[src/rtl/csi2_pkg.sv]
// Shared CSI-2 definitions: data-type codes and the packet controller state set.
package csi2_pkg;

    localparam logic [5:0] DT_FS       = 6'h00;
    localparam logic [5:0] DT_FE       = 6'h01;
    localparam logic [5:0] DT_LS       = 6'h02;
    localparam logic [5:0] DT_LE       = 6'h03;
    localparam logic [5:0] DT_LONG_MIN = 6'h10;

    typedef enum logic [2:0] {
        IDLE     = 3'd0,
        HDR      = 3'd1,
        PAYLOAD  = 3'd2,
        CRC      = 3'd3,
        WAIT_EOT = 3'd4
    } state_t;

endpackage

[src/rtl/csi2_ecc.sv]
// CSI-2 packet-header ECC: 6 parity bits over the 24-bit header {WC[15:8], WC[7:0], DI}.
module csi2_ecc (
    input  logic [23:0] i_data,
    output logic [5:0]  o_ecc
);

    // Each parity bit is the XOR of the header bits selected by its mask.
    localparam logic [23:0] ECC_MASK [6] = '{
        24'hF12CB7, 24'hF2555B, 24'h749A6D,
        24'hB8E38E, 24'hDF03F0, 24'hEFFC00
    };

    genvar gi;
    generate
        for (gi = 0; gi < 6; gi++) begin : g_parity
            assign o_ecc[gi] = ^(i_data & ECC_MASK[gi]);
        end
    endgenerate

endmodule

[src/rtl/csi2_packet_ctrl.sv]
// Two-lane CSI-2 packet controller: pairs lane bytes into beats, decodes the
// header, tracks frame/line status and streams payload beats.
// Optional header ECC check is enabled by defining CSI2_ECC_CHECK_EN.
module csi2_packet_ctrl
    import csi2_pkg::*;
#(
    parameter int SKEW_MAX = 7
) (
    input  logic        clk,
    input  logic        rstn,
    input  logic        l0_hs_mode,
    input  logic        l1_hs_mode,
    input  logic        l0_found_sot,
    input  logic        l1_found_sot,
    input  logic        l0_byte_gate,
    input  logic        l1_byte_gate,
    input  logic [7:0]  l0_byte,
    input  logic [7:0]  l1_byte,
    output logic [15:0] pix_data,
    output logic [1:0]  pix_be,
    output logic        pix_valid,
    output logic [1:0]  pkt_vc,
    output logic [5:0]  pkt_dt,
    output logic [15:0] pkt_wc,
    output logic        hdr_valid,
    output logic        frame_valid,
    output logic        line_valid,
    output logic        ecc_err,
    output logic        skew_err,
    output logic        trunc_err
);

    localparam int SW = $clog2(SKEW_MAX + 1) + 1;

    state_t         r_state, w_state_next;
    logic           r_l0_full, r_l1_full;
    logic [7:0]     r_l0_byte, r_l1_byte;
    logic [SW-1:0]  r_skew_cnt;
    logic           r_hdr_cnt;
    logic [7:0]     r_hdr_di, r_hdr_wc_lo;
    logic [15:0]    r_remain;

    logic           w_cap, w_trunc, w_beat, w_one_full, w_skew;
    logic           w_hdr_done, w_hdr_ok, w_ecc_bad, w_short, w_pay_beat;
    logic [15:0]    w_wc;
    logic [5:0]     w_dt;

    // Lanes are only listened to while a packet is in flight.
    assign w_cap      = (r_state == HDR) || (r_state == PAYLOAD) || (r_state == CRC);
    assign w_trunc    = w_cap && !(l0_hs_mode && l1_hs_mode);
    assign w_beat     = w_cap && r_l0_full && r_l1_full && !w_trunc;
    assign w_one_full = w_cap && (r_l0_full ^ r_l1_full);
    assign w_skew     = w_one_full && !w_trunc && (r_skew_cnt == SW'(SKEW_MAX));

    // Second header beat: lane 0 holds WC[15:8], lane 1 holds the ECC byte.
    assign w_hdr_done = (r_state == HDR) && w_beat && r_hdr_cnt;
    assign w_wc       = {r_l0_byte, r_hdr_wc_lo};
    assign w_dt       = r_hdr_di[5:0];
    assign w_short    = (w_dt < DT_LONG_MIN);
    assign w_hdr_ok   = w_hdr_done && !w_ecc_bad;
    assign w_pay_beat = (r_state == PAYLOAD) && w_beat;

`ifdef CSI2_ECC_CHECK_EN
    logic [5:0] w_ecc;
    logic       r_ecc_err;

    csi2_ecc u_ecc (
        .i_data ({r_l0_byte, r_hdr_wc_lo, r_hdr_di}),
        .o_ecc  (w_ecc)
    );

    assign w_ecc_bad = (w_ecc != r_l1_byte[5:0]);

    // ECC failure pulses alongside hdr_valid.
    always_ff @(posedge clk or negedge rstn) begin
        if (!rstn) r_ecc_err <= 1'b0;
        else       r_ecc_err <= w_hdr_done && w_ecc_bad;
    end
    assign ecc_err = r_ecc_err;
`else
    assign w_ecc_bad = 1'b0;
    assign ecc_err   = 1'b0;
`endif

    // State register.
    always_ff @(posedge clk or negedge rstn) begin
        if (!rstn) r_state <= IDLE;
        else       r_state <= w_state_next;
    end

    // Next-state decode; truncation wins over skew, skew over beat handling.
    always_comb begin
        w_state_next = r_state;
        case (r_state)
            IDLE: begin
                if (l0_hs_mode && l1_hs_mode && l0_found_sot && l1_found_sot)
                    w_state_next = HDR;
            end
            HDR, PAYLOAD, CRC: begin
                if (w_trunc)
                    w_state_next = IDLE;
                else if (w_skew)
                    w_state_next = WAIT_EOT;
                else if (r_state == HDR) begin
                    if (w_hdr_done) begin
                        if (w_ecc_bad || w_short) w_state_next = WAIT_EOT;
                        else if (w_wc == 16'd0)   w_state_next = CRC;
                        else                      w_state_next = PAYLOAD;
                    end
                end else if (r_state == PAYLOAD) begin
                    // The beat carrying the last one or two payload bytes ends PAYLOAD.
                    if (w_beat && (r_remain <= 16'd2)) w_state_next = CRC;
                end else begin
                    // One beat always covers what is left of the CRC.
                    if (w_beat) w_state_next = WAIT_EOT;
                end
            end
            WAIT_EOT: begin
                if (!l0_hs_mode && !l1_hs_mode) w_state_next = IDLE;
            end
            default: w_state_next = IDLE;
        endcase
    end

    // Lane holding registers and skew counter; emptied outside packets and on errors.
    always_ff @(posedge clk or negedge rstn) begin
        if (!rstn) begin
            r_l0_full  <= 1'b0;
            r_l1_full  <= 1'b0;
            r_l0_byte  <= 8'd0;
            r_l1_byte  <= 8'd0;
            r_skew_cnt <= '0;
        end else begin
            r_l0_full  <= w_cap && !w_skew && !w_trunc && ((r_l0_full && !w_beat) || l0_byte_gate);
            r_l1_full  <= w_cap && !w_skew && !w_trunc && ((r_l1_full && !w_beat) || l1_byte_gate);
            if (l0_byte_gate) r_l0_byte <= l0_byte;
            if (l1_byte_gate) r_l1_byte <= l1_byte;
            r_skew_cnt <= (w_one_full && !w_skew) ? r_skew_cnt + SW'(1) : '0;
        end
    end

    // Header capture, packet fields, frame/line status and remaining-byte counter.
    always_ff @(posedge clk or negedge rstn) begin
        if (!rstn) begin
            r_hdr_cnt   <= 1'b0;
            r_hdr_di    <= 8'd0;
            r_hdr_wc_lo <= 8'd0;
            r_remain    <= 16'd0;
            pkt_vc      <= 2'd0;
            pkt_dt      <= 6'd0;
            pkt_wc      <= 16'd0;
            hdr_valid   <= 1'b0;
            frame_valid <= 1'b0;
            line_valid  <= 1'b0;
        end else begin
            r_hdr_cnt <= (r_state == HDR) ? (r_hdr_cnt ^ w_beat) : 1'b0;
            if ((r_state == HDR) && w_beat && !r_hdr_cnt) begin
                r_hdr_di    <= r_l0_byte;
                r_hdr_wc_lo <= r_l1_byte;
            end
            hdr_valid <= w_hdr_done;
            if (w_hdr_ok) begin
                pkt_vc <= r_hdr_di[7:6];
                pkt_dt <= w_dt;
                pkt_wc <= w_wc;
                if (w_short) begin
                    case (w_dt)
                        DT_FS: frame_valid <= 1'b1;
                        DT_FE: begin
                            frame_valid <= 1'b0;
                            line_valid  <= 1'b0;
                        end
                        DT_LS: line_valid <= 1'b1;
                        DT_LE: line_valid <= 1'b0;
                        default: ;
                    endcase
                end else begin
                    r_remain <= w_wc;
                end
            end else if (w_pay_beat) begin
                r_remain <= (r_remain >= 16'd2) ? r_remain - 16'd2 : 16'd0;
            end
        end
    end

    // Payload beat output and error pulses.
    always_ff @(posedge clk or negedge rstn) begin
        if (!rstn) begin
            pix_data  <= 16'd0;
            pix_be    <= 2'b00;
            pix_valid <= 1'b0;
            skew_err  <= 1'b0;
            trunc_err <= 1'b0;
        end else begin
            pix_valid <= w_pay_beat;
            if (w_pay_beat) begin
                pix_data <= {r_l1_byte, r_l0_byte};
                // A single remaining byte means the odd lane carries CRC byte 0.
                pix_be   <= (r_remain == 16'd1) ? 2'b01 : 2'b11;
            end
            skew_err  <= w_skew;
            trunc_err <= w_trunc;
        end
    end

endmodule

[config.mk]
export PLATFORM = sky130hd
export DESIGN_NAME = csi2_packet_ctrl
export DESIGN_NICKNAME = d
export VERILOG_FILES = /design/src/rtl/csi2_pkg.sv /design/src/rtl/csi2_ecc.sv /design/src/rtl/csi2_packet_ctrl.sv
export SDC_FILE = /design/constraint.sdc
export NUM_CORES = 1
export LEC_CHECK = 0
export ABC_CLOCK_PERIOD_IN_PS = 2650
export CORE_MARGIN = 2
export CORE_UTILIZATION = 60
export DETAILED_ROUTE_END_ITERATION = 7
export DONT_BUFFER_PORTS = 1
export GPL_ROUTABILITY_DRIVEN = 1
export GPL_TIMING_DRIVEN = 0
export HOLD_SLACK_MARGIN = 0.12
export PLACE_DENSITY = 0.79
export SYNTH_ARGS = -nofsm -noshare
export SYNTH_HDL_FRONTEND = slang
export SYNTH_SLANG_ARGS = --single-unit
[constraint.sdc]
create_clock -name clk -period 2.65 [get_ports clk]
set_input_delay 0.265 -clock clk [delete_from_list [all_inputs] [get_ports clk]]
set_output_delay 0.265 -clock clk [all_outputs]
set_load 0.1 [all_outputs]
# Yosys cells after proc, flatten, opt, wreduce, memory -nomap -nowiden

Cells that the tools add are included.

Register bits after elaboration: 106
Input port bits: 24
Output and inout port bits: 49
Word-level logic and storage cells: 110

Add/sub/neg operators: 2
Magnitude comparators: 3
Equal/unequal tests: 15
Multiplexer cells: 21
Bitwise gates (word level): 2
Reduce and logical (&&, ||, !) cells: 46

Operators by type and width:

| operator              | number |
|---|---|
| $mux 16               | 4 |
| $mux 3                | 10 |
| $logic_and 1x1->1     | 23 |
| $eq 16x1->1 const B   | 1 |
| $ge 16x2->1 const B   | 1 |
| $le 16x2->1 const B   | 1 |
| $logic_not 16->1      | 1 |
| $sub 16x2->16 const B | 1 |
| $eq 6x2->1 const B    | 2 |
| $ne 6x6->1 const B    | 2 |
| $pmux 3 s3            | 1 |
| $logic_not 1->1       | 7 |
| $eq 3x2->1 const B    | 2 |
| $eq 6x1->1 const B    | 1 |
| $logic_not 6->1       | 1 |
| $lt 6x5->1 const B    | 1 |
| $ne 2x2->1 const B    | 3 |
| $reduce_and 3->1      | 2 |
| $reduce_bool 2->1     | 3 |
| $ne 5x5->1 const B    | 1 |
| $reduce_and 5->1      | 1 |
| $add 4x1->4 const B   | 1 |
| $eq 4x3->1 const B    | 1 |
| $logic_or 1x1->1      | 4 |
| 11 further kinds      | 14 |

# Logic depth before layout (Yosys ltp)

Gate-level depths: netlist of run 1.

Depth in word-level cells: 13
Gate-level depth with buffers: 9
Depth with buffers taken out: 7

# Worst setup path before layout of run 1

No wires, ideal clock.

Path kind: register to register
Start: reg r_remain[1]
End: reg r_remain[11]
Setup time: 0.121 ns
Arrival: 1.733 ns
Data required time: 2.529 ns
Path slack: 0.796 ns
Cell stages (with the launch flop): 8
Path buffers: 0
Clock period less this slack: 1.854 ns
Path through: dfrtp_1 -> inv_1 -> ha_1 -> nor4b_1 -> nand2_1 -> nor4_1 -> o21ai_2 -> a22o_1

Cells in the longest elaborated chain, start to end: 4
Elaborated cells between the ends (all ways): 5
Those cells by class: add/sub (1); order compare (1); mux (3)

Ends and longest elaborated chain:

| element                                             | RTL line                | source |
|---|---|---|
| start, declared                                     | csi2_packet_ctrl.sv:41  | `logic [15:0] r_remain;` |
| start signal, assigned                              | csi2_packet_ctrl.sv:178 | `r_remain <= w_wc;` |
| start signal, assigned                              | csi2_packet_ctrl.sv:181 | `r_remain <= (r_remain >= 16'd2) ? r_remain - 16'd2 : 16'd0;` |
| $sub 16x2->16 / $ge 16x2->1 (equally long branches) | csi2_packet_ctrl.sv:181 |  |
| $mux 16 *                                           | csi2_packet_ctrl.sv:181 |  |
| $mux 16 *                                           | csi2_packet_ctrl.sv:180 | `end else if (w_pay_beat) begin` |
| $mux 16 *                                           | csi2_packet_ctrl.sv:162 | `if (w_hdr_ok) begin` |

Mark *: on every way between the ends. The rest lies on a longest branch, timed or not. The select of a mux whose other input is x is not followed.
A chain may end at the register's enable or synchronous reset.

# Worst setup path in the final report of run 1

Ends and elaborated chain as after synthesis.

==> results of run 1 <==
[metal layers]
metal | vias up | track usage (%) | share of wire (%)
met5 | - | 0 | 0
met4 | 0 | 9.453 | 1.7
met3 | 15 | 5.752 | 5.4
met2 | 111 | 41.30 | 50
met1 | 1646 | 35.05 | 43
li1 | 1490 | - | -
[cell usage after synthesis (5+ instances only)]
master / instances
dfrtp_1: 106
mux2_2: 31
o21ai_1: 11
mux2_1: 18
nor2_1: 25
buf_2: 10
a22o_1: 13
nor4_1: 5
nand3_1: 5
o21ai_0: 7
a21oi_1: 7
nand2_1: 82
[kinds of logic (layout without fill, tap and decap cells)]
family / count (synthesis) / after routing
simple gates: 155 / 155
buf+inv: 25 / 57
compound gates: 65 / 65
fa+ha+maj: 2 / 2
xor+xnor: 4 / 4
mux: 49 / 49
other cells: 1 / 1
flops: 106 / 106
[worst min path at each step]
stage / slack [ps] / startpoint / endpoint
after floorplan: -30 / rstn / frame_valid$_DFFE_PN0P_
after global placement: -30 / rstn / skew_err$_DFF_PN0_
after detailed placement: -30 / rstn / skew_err$_DFF_PN0_
after CTS: -440 / rstn / pix_data[11]$_DFFE_PN0P_
after global routing: -450 / rstn / pkt_vc[1]$_DFFE_PN0P_
final: -430 / rstn / skew_err$_DFF_PN0_
[stage by stage]
step | std cells | total power, mW | setup WS (ps) | cell area [um2] | utilization, %
after floorplan | 407 | 1.982 | 796.4 | 4643 | -
after global routing | 541 | 3.105 | 69.69 | 5127 | 67.40
after global placement | 509 | 2.025 | 532.4 | 4771 | 62.71
after detailed placement | 509 | 2.034 | 480.7 | 4771 | 62.71
after CTS | 541 | 3.000 | 449.5 | 5127 | 67.40
final | 541 | 2.995 | 392.5 | 5127 | 67.40
[registers in the layout, summed over array words and instances (netlist names)]
| name | count |
|---|---|
| pix_data | 16 |
| pkt_wc | 16 |
| r_remain | 16 |
| r_hdr_di | 8 |
| r_hdr_wc_lo | 8 |
| r_l0_byte | 8 |
| r_l1_byte | 8 |
| pkt_dt | 6 |
| r_skew_cnt | 4 |
| r_state | 3 |
| pix_be | 2 |
| pkt_vc | 2 |
| frame_valid | 1 |
| hdr_valid | 1 |
| line_valid | 1 |
| pix_valid | 1 |
| r_hdr_cnt | 1 |
| r_l0_full | 1 |
| r_l1_full | 1 |
| skew_err | 1 |
| trunc_err | 1 |
[layout by cell type, fill, tap and decap left out, types with 5 or more instances in the layout]
cell type      instances
a22o_1                13
o21ai_0                7
o21ai_1               11
nor4_1                 5
clkbuf_8               9
nand2_1               82
mux2_1                18
buf_2                 10
dfrtp_1              106
nand3_1                5
mux2_2                31
dlygate4sd3_1         16
a21oi_1                7
nor2_1                25
[area by class of cell]
class                      count  area, um2
clock inverter                 7      72.57
timing repair buffer          16      160.2
tap                          102      127.6
sequential                   106       2653
buffer                        20      121.4
clock buffer                   9      123.9
multi-input combinational    276       1849
fill                         558       2480
inverter                       5      20.02
[power by group through the flow]
stage                     sequential [mW]  combinational, mW  clock (mW)
after floorplan                      1.78              0.197           0
after global placement               1.80              0.227           0
after detailed placement             1.80              0.232           0
after CTS                            1.77              0.251       0.979
after global routing                 1.78              0.281        1.05
final                                1.77              0.252       0.973
==> results.cfg, run 1 <==
[worst_setup_path]
endpoint = r_remain[11]$_DFFE_PN0P_
reg2reg_depth = 7
cp_num_cells = 7
crit_path_end_kind = register
r2r_end = r_remain[11]$_DFFE_PN0P_
crit_fanout = 6
path_buf_inv = 1
cp_slowest_stage_delay_ps = 550
cp.arrival_ps = 2540
critPathLaunch = r_remain[1]$_DFFE_PN0P_
reg2reg_slack_ps = 390
worstSetupPathType = reg -> reg
crit_required_ps = 2930
cp_slowest_cell = nor4b_1
critical_path.cell_chain = inv_1, ha_1, nor4b_1, nand2_1, nor4_1, o21ai_2, a22o_1
r2r_start = r_remain[1]$_DFFE_PN0P_
critPathTopFamily = simple AND/OR/NAND/NOR gates
start_kind = register

[clock_network]
post-cts-setup-buffers = 0
cts-root-buf = clkbuf_8
post_cts_resize_count = 0
clock_path_buffers = 2
cts_hold_buf = 16
htree_levels = 3
clkSinkCount = 106
clk_pin_slew_ps = 110
clk_latency_ps = 380
cts_tree = yes
cts_buffers = 9

[synthesis]
synthSimpleGateAreaFrac_pct = 16.30
yosysWarningCount = 0
async_flop_share_pct = 100.0
syn_nets = 433
synth_edf_count = 0
synth_seq_cells = 106
synth_top_family_by_area = simple AND/OR/NAND/NOR gates
ys_top_cells_by_area = dfrtp_1 57%, mux2_2 7.5%, nand2_1 6.6%, mux2_1 4.4%, a22o_1 2.5%
netlist_area_um2 = 4643
synth.top_cell.area_share_pct = 57.13
synth-xor-area-share_pct = 0.7545
synth_compound_area_share_pct = 10.27
syn_avg_cell_area_um2 = 11.41
synth_cell_types = 55
yosys-mux-area-fraction_pct = 11.88
synth_fa_ha_area_share_pct = 0.5389
yosysTopAreaCell = dfrtp_1
netlist_instances = 407
synth_seq_area_share_pct = 57.13
synth_flop_cell = dfrtp_1

[layout]
drive_gt1_share_pct = 19.13
n_antenna_cell = 0
area_growth_pct = 10.43
fin_nets = 460

[run_status]
status = complete, but fails checks
violations = negative hold slack

[flow_run]
max-cap-violations = 0

[timing]
fin_crit_sh_pct = 85.19
relSlewSlack_pct = 37.86
max_freq_ghz = 0.4430
fin_hold_ws_ps = -430.7
period_minus_slack_ps = 2257
slew_viol_final = 0
skew_ps = 9.430
tightestPinTransition_ps = 932.1
rsz0062_at_grt = false
timing.final.hold_violations = 106
tns_ps = 0
setup_viol = 0

[floorplanning]
die_h_um = 91.97
ios = 73
core_um2 = 7607
fp.dieW_um = 91.97
floorplan.initialDensity_pct = 61.04
die_area_um2 = 8458
rows = 32

[hold_path]
min_path_type = in -> async

[route]
drtAntennaViolNets = 0
route.vias.total = 3262
wl_per_cell_um = 18.72
drtIter0Drc = 240
vias_per_cell = 6.030
wirelength_um = 10130
drtPass1Iterations = 4
drc = 0

[power]
pwr-share-seq_pct = 59.1
cell_internal_pwr_mw = 2.158
p_comb_share_pct = 8.4
swShare_pct = 27.94
power.net_switching_mw = 0.8367
vdd_drop_max_v = 0.0004360
power.leakage_nw = 2.533
p_per_area_nw_per_um2 = 584.1
pwr-share-clk_pct = 32.5

[global_routing]
grt_pass1_wl_um = 16830
grt_start_max_net_pins = 107
grt_pass1_vias = 3321
antenna_found_initial = 0
grt_use_total_pct = 25.82
overflow = 0

[placement]
gp_congestion = 0.8985
numPortBuffers = 0
hpwl_um = 7154
Power figures use the tool's default switching activity.
==> inputs of run 2 (changes only) <==
- SETUP_SLACK_MARGIN: unset -> 0.4
==> results.cfg, run 2 (same netlist as run 1, synthesis figures left out) <==
[global_routing]
grt_use_total_pct = 25.82
overflow = 0
grt_pass1_vias = 3321
grt_start_max_net_pins = 107
antenna_found_initial = 0
grt_pass1_wl_um = 16830

[power]
power.leakage_nw = 2.538
vdd_drop_max_v = 0.0004362
p_per_area_nw_per_um2 = 583.0
fin_total_pwr_mw = 2.996

[layout]
area_growth_pct = 10.70
multi_input_area_um2 = 1862
n_antenna_cell = 0
postLayoutCoreUtil_pct = 67.57
fin_nets = 460
num-fill-cells = 559
drive_gt1_share_pct = 19.59
layout_common_cells = 106 x dfrtp_1, 82 x nand2_1, 31 x mux2_2
top_regs = pix_data (16), pkt_wc (16), r_remain (16)
layout_commonest_cell = dfrtp_1
seqCellArea_um2 = 2653

[route]
dr.max_layer_used = met4
wirelength_um = 10180
vias_per_cell = 6.063
drtPass1Iterations = 5
met2WireLength_um = 5093
drtAntennaViolNets = 0
drtIter0Drc = 239
wl_per_cell_um = 18.81
drc = 0
dr_wl_met3_um = 614
met1_length_um = 4288
route.vias.total = 3280

[clock_network]
cts_tree = yes
cts_hold_buf = 16
clk_latency_ps = 380
post-cts-setup-buffers = 0
cts_buffers = 9
clk_pin_slew_ps = 110
htree_levels = 3
clock_path_buffers = 2
clkSinkCount = 106
cts-root-buf = clkbuf_8

[worst_setup_path]
cp_slowest_stage_delay_ps = 460
reg2reg_depth = 5
worstSetupPathType = reg -> reg
crit_required_ps = 2910
r2r_end = r_hdr_di[1]$_DFFE_PN0P_
cp_slowest_cell = or3b_1
crit_path_end_kind = register
critical_path.cell_chain = buf_2, or3b_1, nor3_4, buf_4, mux2_1
reg2reg_slack_ps = 530
crit_fanout = 10
critPathTopFamily = simple AND/OR/NAND/NOR gates
start_kind = register
cp.arrival_ps = 2380
path_buf_inv = 2
r2r_start = r_state[2]$_DFFE_PN0P_

[timing]
slew_viol_final = 0
fin_hold_ws_ps = -433.9
setup_viol = 0
tns_ps = 0
fin_crit_sh_pct = 79.88
skew_ps = 10.82
rsz0062_at_grt = false
period_minus_slack_ps = 2117
max_freq_ghz = 0.4724
relSlewSlack_pct = 36.86
tightestPinTransition_ps = 947.1
timing.final.hold_violations = 106

[placement]
hpwl_um = 7154
gp_congestion = 0.8985
numPortBuffers = 0

[floorplanning]
die_h_um = 91.97
core_um2 = 7607
ios = 73
fp.dieW_um = 91.97
die_area_um2 = 8458
floorplan.initialDensity_pct = 61.04
rows = 32

[run_status]
violations = negative hold slack
status = complete, but fails checks

[hold_path]
min_path_type = in -> async

[flow_run]
max-cap-violations = 0
[run 2: cell counts in the layout (fill, tap and decap cells not counted)]
No cell type changed its count.
[run 2: worst max-delay path by stage]
stage,startpoint,end,slack (ps),cells after the start
finish,r_state[2]$_DFFE_PN0P_,r_hdr_di[1]$_DFFE_PN0P_,530,5
global route,r_remain[10]$_DFFE_PN0P_,r_remain[7]$_DFFE_PN0P_,410,6
CTS,r_remain[1]$_DFFE_PN0P_,r_remain[11]$_DFFE_PN0P_,450,7
detailed placement,r_remain[1]$_DFFE_PN0P_,r_remain[11]$_DFFE_PN0P_,480,7
global placement,r_remain[1]$_DFFE_PN0P_,r_remain[11]$_DFFE_PN0P_,530,7
floorplan,r_remain[1]$_DFFE_PN0P_,r_remain[11]$_DFFE_PN0P_,800,7
[run 2: what timing repair did]
item,CTS,global route
resized for setup,0,2
hold endpoints to repair,122,106
endpoints found under the setup margin,0,4
[run 2: cell type report]
class	count	share of cell area, %
buffer	20	2.361
clock buffer	9	2.410
clock inverter	7	1.412
inverter	5	0.3895
multi-input combinational	276	36.22
sequential	106	51.61
tap	102	2.483
timing repair buffer	16	3.116
[run 2: metal layers]
metal  vias to the layer above  track usage (%)
li1                       1488                -
met1                      1671            35.05
met3                        16            5.752
met2                       105            41.30
met5                         -                0
met4                         0            9.453
[run 2: through the flow]
step                      setup WS (ps)  cells  instance area [um2]
after CTS                         449.5    541                 5127
after floorplan                   796.4    407                 4643
after global placement            532.4    509                 4771
after global routing              411.3    541                 5140
final                             533.2    541                 5140
after detailed placement          480.7    509                 4771
[run 2: where the power goes]
part	internal (mW)	total, mW	switching, mW
clock network	0.366	0.974	0.608
logic	0.122	0.252	0.130
registers	1.67	1.77	0.0998
==> inputs of run 3 (changes only) <==
- ABC_CLOCK_PERIOD_IN_PS: 2650 -> 2100
- clock period: 2.65 -> 2.1 ns (I/O delays scaled with it)
==> results.cfg, run 3 (same netlist as run 1, synthesis figures left out) <==
[run_status]
status = complete, but fails checks
violations = negative hold slack

[route]
wl_per_cell_um = 22.66
drtIter0Drc = 303
wirelength_um = 13210
vias_per_cell = 6.412
route.vias.total = 3738
drtPass1Iterations = 5
drc = 0
drtAntennaViolNets = 0

[floorplanning]
fp.dieW_um = 91.97
rows = 32
die_h_um = 91.97
die_area_um2 = 8458
ios = 73
floorplan.initialDensity_pct = 61.04
core_um2 = 7607

[global_routing]
grt_start_max_net_pins = 107
overflow = 0
antenna_found_initial = 0
grt_pass1_vias = 3654
grt_use_total_pct = 29.87
grt_pass1_wl_um = 19250

[hold_path]
min_path_type = in -> async

[placement]
place_area_um2 = 4812
numPortBuffers = 0
gp_congestion = 0.9140
pre_cts_ws_ps = 76.57
hpwl_um = 7138

[worst_setup_path]
crit_required_ps = 2430
crit_path_end_kind = register
worstSetupPathType = reg -> reg
reg2reg_slack_ps = 150
reg2reg_depth = 8
crit_fanout = 10
start_kind = register
r2r_start = r_state[2]$_DFFE_PN0P_
r2r_end = r_remain[9]$_DFFE_PN0P_
cp.arrival_ps = 2280

[clock_network]
clk_pin_slew_ps = 110
cts_tree = yes
clkSinkCount = 106
cts_hold_buf = 19
htree_levels = 3
clock_path_buffers = 2
clk_latency_ps = 380
cts_buffers = 9
cts-root-buf = clkbuf_8

[layout]
n_antenna_cell = 0
area_growth_pct = 30.23
design_area_um2 = 6047
fin_nets = 502
postLayoutCoreUtil_pct = 79.49
drive_gt1_share_pct = 38.05
layout_common_cells = 100 x dfrtp_1, 59 x nand2_1, 26 x buf_4
layout_commonest_cell = dfrtp_1
top_regs = pix_data (16), pkt_wc (16), r_remain (16)

[power]
p_per_area_nw_per_um2 = 672.8
power.leakage_nw = 2.933
vdd_drop_max_v = 0.0005577

[timing]
skew_ps = 14.07
timing.final.hold_violations = 106
slew_viol_final = 0
setup_viol = 0
tightestPinTransition_ps = 1028
fin_hold_ws_ps = -486.9
fin_crit_sh_pct = 92.94
tns_ps = 0
relSlewSlack_pct = 31.45
rsz0062_at_grt = true
period_minus_slack_ps = 1952
max_freq_ghz = 0.5123
setup_slack_ps = 148.2

[flow_run]
max-cap-violations = 0
run 3: cell types whose count changed in the layout (fill, tap and decap cells not counted), sizes merged:
cell,delta
inv,+2
bufinv,+1
dlygate4sd3,+3
clkbuf,+3
buf,+36
bufbuf,+1
clkinv,-4
run 3: metrics by stage:
step                      instances  hold WS (ps)  power [mW]
after global routing            583        -505.0       4.186
after CTS                       573        -489.5       3.996
after global placement          509        -82.65       2.576
after detailed placement        509        -82.61       2.590
after floorplan                 407        -85.59       2.520
final                           583        -486.9       4.068
run 3: how the worst max path moves through the flow:
stage | start | endpoint | slack [ps] | depth (start not counted)
final | r_state[2]$_DFFE_PN0P_ | r_remain[9]$_DFFE_PN0P_ | 150 | 8
after global routing | r_l1_full$_DFF_PN0_ | r_state[0]$_DFFE_PN0P_ | 100 | 5
after CTS | r_remain[8]$_DFFE_PN0P_ | r_remain[11]$_DFFE_PN0P_ | 230 | 8
after detailed placement | r_state[2]$_DFFE_PN0P_ | r_hdr_di[4]$_DFFE_PN0P_ | 80 | 5
after global placement | r_state[2]$_DFFE_PN0P_ | r_hdr_di[4]$_DFFE_PN0P_ | 100 | 5
after floorplan | r_state[2]$_DFFE_PN0P_ | r_hdr_di[1]$_DFFE_PN0P_ | 280 | 5
run 3: power breakdown:
part | switching, mW | leakage (nW) | internal [mW] | total [mW]
clock | 0.767 | 0.111 | 0.612 | 1.38
sequential | 0.140 | 1.43 | 2.11 | 2.25
combinational | 0.228 | 1.39 | 0.212 | 0.440
total | 1.14 | 2.93 | 2.93 | 4.07
run 3: routing by layer:
metal | vias to the layer above | share of wire (%) | track usage [%]
met5 | - | 0 | 0
met4 | 0 | 3.4 | 12.94
met3 | 49 | 6.8 | 6.245
met2 | 222 | 51 | 48.59
met1 | 1899 | 39 | 39.19
li1 | 1568 | - | -
run 3: worst max-delay path, stage by stage, from the launching register on:
cell and delay [ps]:
dfrtp_1 420, nand3b_1 220, or3_4 400, buf_8 160, clkinv_4 90, buf_6 140, nand2_1 150, o41ai_1 120
a22o_1 190
run 3: timing repair:
| item | in CTS | in global routing |
|---|---|---|
| buffers inserted | 25 | 7 |
| hold endpoints to repair | 123 | 106 |
| pin swaps | 26 | 31 |
| gates resized for setup | 66 | 58 |
| cloned | 4 | 3 |
| setup endpoints to repair | 75 | 78 |
run 3: layout make-up:
type | count | area [um2]
Clock inverter | 6 | 78.83
Buffer | 20 | 247.7
Tap cell | 102 | 127.6
Multi-Input combinational cell | 276 | 2148
Timing Repair Buffer | 58 | 623.1
Inverter | 5 | 23.77
Sequential cell | 106 | 2660
Fill cell | 398 | 1560
Clock buffer | 10 | 137.6
